==> src/rtl/ram_bist_pkg.sv <==
// Shared constants, FSM state type and march pattern for the RAM BIST controller.
package ram_bist_pkg;

    localparam int unsigned DEPTH  = 32;
    localparam int unsigned ADDR_W = 5;
    localparam int unsigned DATA_W = 3;
    localparam int unsigned ERR_W  = 7;

    // Two passes over every word is the most mismatches a single run can see.
    localparam logic [ERR_W-1:0] ERR_MAX = ERR_W'(2 * DEPTH);

    typedef enum logic [2:0] {
        StIdle,
        StWr0,
        StRd0,
        StWr1,
        StRd1,
        StFlush,
        StDone
    } bist_state_t;

    function automatic logic [DATA_W-1:0] bist_pattern(input logic [ADDR_W-1:0] addr,
                                                       input logic [DATA_W-1:0] seed,
                                                       input logic              inv);
        logic [DATA_W-1:0] p;
        p = addr[DATA_W-1:0] ^ seed;
        return inv ? ~p : p;
    endfunction

endpackage

==> src/rtl/ram_bist_checker.sv <==
// Read-compare pipeline: one registered read tag per issued read, compared against mem_q
// one cycle later; saturating mismatch count and first-failure capture.
module ram_bist_checker
    import ram_bist_pkg::*;
(
    input  logic              clk,
    input  logic              clear,
    input  logic              issue,
    input  logic [ADDR_W-1:0] issue_addr,
    input  logic              issue_pass,
    input  logic [DATA_W-1:0] issue_expected,
    input  logic [DATA_W-1:0] mem_q,
    output logic [ERR_W-1:0]  err_count,
    output logic [ADDR_W-1:0] first_err_addr,
    output logic              first_err_pass,
    output logic              clean_next
);

    logic              valid_q;
    logic [ADDR_W-1:0] addr_q;
    logic              pass_q;
    logic [DATA_W-1:0] exp_q;

    logic              mismatch;
    logic [ERR_W-1:0]  err_count_d;
    logic [ADDR_W-1:0] first_err_addr_d;
    logic              first_err_pass_d;

    always_comb begin
        mismatch         = valid_q && (mem_q != exp_q);
        err_count_d      = err_count;
        first_err_addr_d = first_err_addr;
        first_err_pass_d = first_err_pass;
        if (mismatch) begin
            if (err_count != ERR_MAX) begin
                err_count_d = err_count + ERR_W'(1);
            end
            if (err_count == '0) begin
                first_err_addr_d = addr_q;
                first_err_pass_d = pass_q;
            end
        end
        // Lets the top register pass in the same edge that lands the final compare.
        clean_next = (err_count_d == '0);
    end

    always_ff @(posedge clk) begin
        if (clear) begin
            valid_q        <= 1'b0;
            addr_q         <= '0;
            pass_q         <= 1'b0;
            exp_q          <= '0;
            err_count      <= '0;
            first_err_addr <= '0;
            first_err_pass <= 1'b0;
        end else begin
            valid_q        <= issue;
            addr_q         <= issue_addr;
            pass_q         <= issue_pass;
            exp_q          <= issue_expected;
            err_count      <= err_count_d;
            first_err_addr <= first_err_addr_d;
            first_err_pass <= first_err_pass_d;
        end
    end

endmodule

==> src/rtl/ram_bist_ctrl.sv <==
// March BIST master for the lab2 32x3 RAM: write P, read P, write ~P, read ~P, then report.
// Every output is a flop; RAM-port values are computed from the next state.
module ram_bist_ctrl #(
    parameter int unsigned DEPTH  = 32,
    parameter int unsigned ADDR_W = 5,
    parameter int unsigned DATA_W = 3
) (
    input  logic              clk,
    input  logic              reset,
    input  logic              start,
    input  logic [DATA_W-1:0] seed,
    output logic [ADDR_W-1:0] mem_addr,
    output logic [DATA_W-1:0] mem_data,
    output logic              mem_wren,
    output logic              mem_enable,
    input  logic [DATA_W-1:0] mem_q,
    output logic              busy,
    output logic              done,
    output logic              pass,
    output logic [6:0]        err_count,
    output logic [ADDR_W-1:0] first_err_addr,
    output logic              first_err_pass
);

    import ram_bist_pkg::bist_state_t;
    import ram_bist_pkg::bist_pattern;
    import ram_bist_pkg::StIdle;
    import ram_bist_pkg::StWr0;
    import ram_bist_pkg::StRd0;
    import ram_bist_pkg::StWr1;
    import ram_bist_pkg::StRd1;
    import ram_bist_pkg::StFlush;
    import ram_bist_pkg::StDone;

    bist_state_t       state_q, state_d;
    logic [ADDR_W-1:0] addr_q, addr_d;
    logic [DATA_W-1:0] seed_q, seed_d;
    logic              start_ok;
    logic              last_addr;
    logic              wren_d;
    logic [DATA_W-1:0] data_d;
    logic              busy_d;
    logic              done_d;
    logic              clean_next;
    logic              issue;
    logic              issue_pass;

    assign last_addr = (addr_q == ADDR_W'(DEPTH - 1));
    assign mem_addr  = addr_q;

    always_comb begin
        state_d  = state_q;
        addr_d   = addr_q;
        seed_d   = seed_q;
        start_ok = 1'b0;
        unique case (state_q)
            StIdle, StDone: begin
                if (start) begin
                    start_ok = 1'b1;
                    seed_d   = seed;
                    addr_d   = '0;
                    state_d  = StWr0;
                end
            end
            StWr0: begin
                addr_d = addr_q + ADDR_W'(1);
                if (last_addr) state_d = StRd0;
            end
            StRd0: begin
                addr_d = addr_q + ADDR_W'(1);
                if (last_addr) state_d = StWr1;
            end
            StWr1: begin
                addr_d = addr_q + ADDR_W'(1);
                if (last_addr) state_d = StRd1;
            end
            StRd1: begin
                addr_d = addr_q + ADDR_W'(1);
                if (last_addr) state_d = StFlush;
            end
            StFlush: state_d = StDone;
            default: state_d = StIdle;
        endcase

        wren_d = (state_d == StWr0) || (state_d == StWr1);
        data_d = wren_d ? bist_pattern(addr_d, seed_d, state_d == StWr1) : '0;
        busy_d = (state_d != StIdle) && (state_d != StDone);
        done_d = (state_d == StDone);
    end

    // The read tag is taken from the address currently on the port.
    assign issue      = (state_q == StRd0) || (state_q == StRd1);
    assign issue_pass = (state_q == StRd1);

    always_ff @(posedge clk) begin
        if (reset) begin
            state_q    <= StIdle;
            addr_q     <= '0;
            seed_q     <= '0;
            mem_data   <= '0;
            mem_wren   <= 1'b0;
            mem_enable <= 1'b1;
            busy       <= 1'b0;
            done       <= 1'b0;
            pass       <= 1'b0;
        end else begin
            state_q    <= state_d;
            addr_q     <= addr_d;
            seed_q     <= seed_d;
            mem_data   <= data_d;
            mem_wren   <= wren_d;
            mem_enable <= !wren_d;
            busy       <= busy_d;
            done       <= done_d;
            pass       <= done_d && clean_next;
        end
    end

    ram_bist_checker u_checker (
        .clk            (clk),
        .clear          (reset || start_ok),
        .issue          (issue),
        .issue_addr     (addr_q),
        .issue_pass     (issue_pass),
        .issue_expected (bist_pattern(addr_q, seed_q, issue_pass)),
        .mem_q          (mem_q),
        .err_count      (err_count),
        .first_err_addr (first_err_addr),
        .first_err_pass (first_err_pass),
        .clean_next     (clean_next)
    );

endmodule

==> config.mk <==
export PLATFORM = sky130hd
export DESIGN_NAME = ram_bist_ctrl
export DESIGN_NICKNAME = d
export VERILOG_FILES = /design/src/rtl/ram_bist_pkg.sv /design/src/rtl/ram_bist_checker.sv /design/src/rtl/ram_bist_ctrl.sv
export SDC_FILE = /design/constraint.sdc
export NUM_CORES = 1
export LEC_CHECK = 0
export CORE_AREA = 4 4 88 90
export CTS_BUF_LIST = sky130_fd_sc_hd__clkbuf_8
export CTS_CLUSTER_DIAMETER = 80
export DETAILED_ROUTE_END_ITERATION = 10
export DIE_AREA = 0 0 92 94
export PLACE_DENSITY_LB_ADDON = 0.25
export SLEW_MARGIN = 20
export SYNTH_ARGS = -nofsm -noshare
export SYNTH_HDL_FRONTEND = slang
export SYNTH_SLANG_ARGS = --single-unit
==> constraint.sdc <==
create_clock -name clk -period 3.1 [get_ports clk]
set_input_delay 0.62 -clock clk [delete_from_list [all_inputs] [get_ports clk]]
set_output_delay 0.62 -clock clk [all_outputs]
set_load 0.05 [all_outputs]
==> flow_metrics.env <==
export IMPL_status="finished clean"
export IMPL_crit_chain="clkdlybuf4s50_1"
export IMPL_period_share_pct=75.9
export IMPL_cts_sinks=42
export IMPL_first_global_vias=1534
export IMPL_setup_worst_path_class="flip-flop to output pin"
export IMPL_antenna_cells=0
export IMPL_grt_max_degree=17
export IMPL_die_area_um2=8650
export IMPL_final_common_cell="dfxtp_1"
export IMPL_rsz0062_at_grt="no"
export IMPL_required_ns=2.48
export IMPL_cts_tree="yes"
export IMPL_slew_viol_final=0
export IMPL_synth_seq_cells=42
export IMPL_cap_violations=0
export IMPL_clkSlewWorstSetupHoldPaths_ns=0.09
export IMPL_critPathMaxFanout=8
export IMPL_htreeDepth=2
export IMPL_finClkSkew_ns=0.00625
export IMPL_fp_dieW_um=92
export IMPL_syn_avg_cell_area_um2=9.42
export IMPL_drive_gt1_share_pct=7.05
export IMPL_cp_slowest_cell="clkdlybuf4s50_1"
export IMPL_synthCells=209
export IMPL_io_pins=35
export IMPL_finalCriticalPeriod_ns=2.35
export IMPL_ys_seq_area_share_pct=42.7
export IMPL_r2r_cells=7
export IMPL_hold_class="flip-flop to flip-flop"
export IMPL_drt_iter0_drc=52
export IMPL_critPathMaxStageDelay_ns=0.88
export IMPL_synth_fp_nets=222
export IMPL_worstPathArrival_ns=1.73
export IMPL_antenna_found_initial=0
export IMPL_layout_common_cells="dfxtp_1 (42), clkdlybuf4s50_1 (34), nor2_1 (33), mux2i_1 (15), xnor2_1 (15)"
export IMPL_clock_path_buffers=2
export IMPL_start_util_pct=27.9
export IMPL_core_um2=7060
export IMPL_max_freq_mhz=425
export IMPL_cts_resized=0
export IMPL_final_setup_tns_ns=0
export IMPL_slew_headroom_pct=63.0
export IMPL_yosysUniqueCellTypes=38
export IMPL_post_cts_buffers=0
export IMPL_routed_wl_mm=4.25
export IMPL_viasPerCell=4.56
export IMPL_hold_ws_ns=0.474
export IMPL_nets=253
export IMPL_grt_use_total_pct=10.4
export IMPL_setup_worst_path_end_class="output pin"
export IMPL_hold_buffers=0
export IMPL_route_antenna_remaining_nets=0
export IMPL_drc_errors=0
export IMPL_syn_to_final_growth_pct=25.8
export IMPL_final_hold_violation_count=0
export IMPL_cp_num_buf_inv=1
export IMPL_syn_area_um2=1970
export IMPL_power_density_nw_per_um2=433
export IMPL_grt_pass1_wl_mm=7.31
export IMPL_wl_per_cell_um=12.5
export IMPL_first_pass_iters=4
export IMPL_cts_root_buf="clkbuf_8"
export IMPL_cp_start_kind="flip-flop"
export IMPL_hpwl_mm=3.15
export IMPL_cts_made_buffers=5
export IMPL_finalInstanceArea_um2=2480
export IMPL_hold_depth=2
export IMPL_dp_cells=332
export IMPL_portBuffers=34
export IMPL_p_leak_uw=0.000883
export IMPL_die_h_um=94
export IMPL_overflow=0
export IMPL_setup_violations=0
export IMPL_vdd_drop_max_uv=231
export IMPL_cp_top_family="buffers and inverters"
export IMPL_max_slew_worst_pin_slew_ns=0.551
export IMPL_yosys_warnings=0
export IMPL_gp_congestion=0.788
export IMPL_vias=1550
export IMPL_dpl_cell_area_um2=2380
export IMPL_clk_latency_ns=0.29
export IMPL_rows=31
export IMPL_crit_cells=1
export IMPL_final_cells=340
final timing paths:
| path | slack, ns | from | endpoint |
|---|---|---|---|
| worst min-delay path | 0.47 | u_checker.addr_q[2] | u_checker.first_err_addr[2] |
| worst min register to register | 0.47 | u_checker.addr_q[2] | u_checker.first_err_addr[2] |
| worst max register to register | 0.93 | u_checker.err_count[0] | pass |
| worst max-delay path | 0.75 | u_checker.err_count[4] | err_count[4] |
synth_stat cells, drive strengths merged:
library cell	count	area [um^2]
and3	3	20.0
nand4	5	31.3
nor3b	1	7.51
or2	1	6.26
o21ai	7	35.0
o31a	1	8.76
a311oi	1	8.76
nor3	6	30.0
xnor3	2	45.0
a31oi	5	31.3
a22oi	2	15.0
xnor2	16	159
nand2	7	26.3
nor2	33	124
nand2b	2	12.5
o21a	1	7.51
a32oi	1	8.76
nor4b	1	8.76
xor2	8	70.1
inv	6	22.5
or4b	1	13.8
and2	6	37.5
nor4	1	21.3
clkbuf	6	22.5
dfxtp	42	841
a21oi	8	40.0
nand3	5	30.0
or3	2	12.5
o31ai	1	7.51
buf	7	50.1
mux2i	15	150
a211oi	2	15.0
ha	4	50.1
per-layer routing:
metal	routed length, um	part of all wire (%)	global-route usage (%)	up-vias
met5	0	0	0	-
met4	10	0.24	2.35	0
met3	275	6.5	3.93	2
met2	1960	46	17.0	38
met1	2010	47	13.1	736
li1	-	-	-	774
per-stage QoR:
stage	utilization (%)	power, uW	worst slack (ns)
finish	35.1	1070	0.746
global route	35.1	1120	0.696
CTS	35.1	1090	0.721
detailed placement	33.8	720	0.582
global placement	33.8	719	0.629
floorplan	-	675	0.795
where the power goes:
part | internal [uW] | switching, uW
clock | 163 | 204
combinational | 57.6 | 80.7
sequential | 554 | 12.9
total | 774 | 298
kinds of logic (layout without fill, tap and decap cells):
kind of cell | after synthesis | in the layout | synth area share (%)
simple gates | 74 | 74 | 19.4
flops | 42 | 42 | 42.7
compound gates | 29 | 29 | 9.02
xor+xnor | 26 | 26 | 13.9
buf+inv | 19 | 51 | 4.83
mux | 15 | 15 | 7.62
fa+ha+maj | 4 | 4 | 2.54
area by class of cell:
type                    instances  area [um^2]
multi-input cells             148         1030
repair buffers                 37          363
clock buffers                   5         68.8
fillers                       767         4580
flip-flops and latches         42          841
well taps                      99          124
clock inverters                 3         25.0
inverters                       6         22.5
flip-flops by register name, summed over array words and instances, names as in the netlist, 3 cells and up:
| signal | flops |
|---|---|
| u_checker.err_count | 7 |
| mem_addr | 5 |
| u_checker.addr_q | 5 |
| u_checker.first_err_addr | 5 |
| mem_data | 3 |
| seed_q | 3 |
| state_q | 3 |
| u_checker.exp_q | 3 |
No activity file was read; power rests on OpenSTA's default activity.
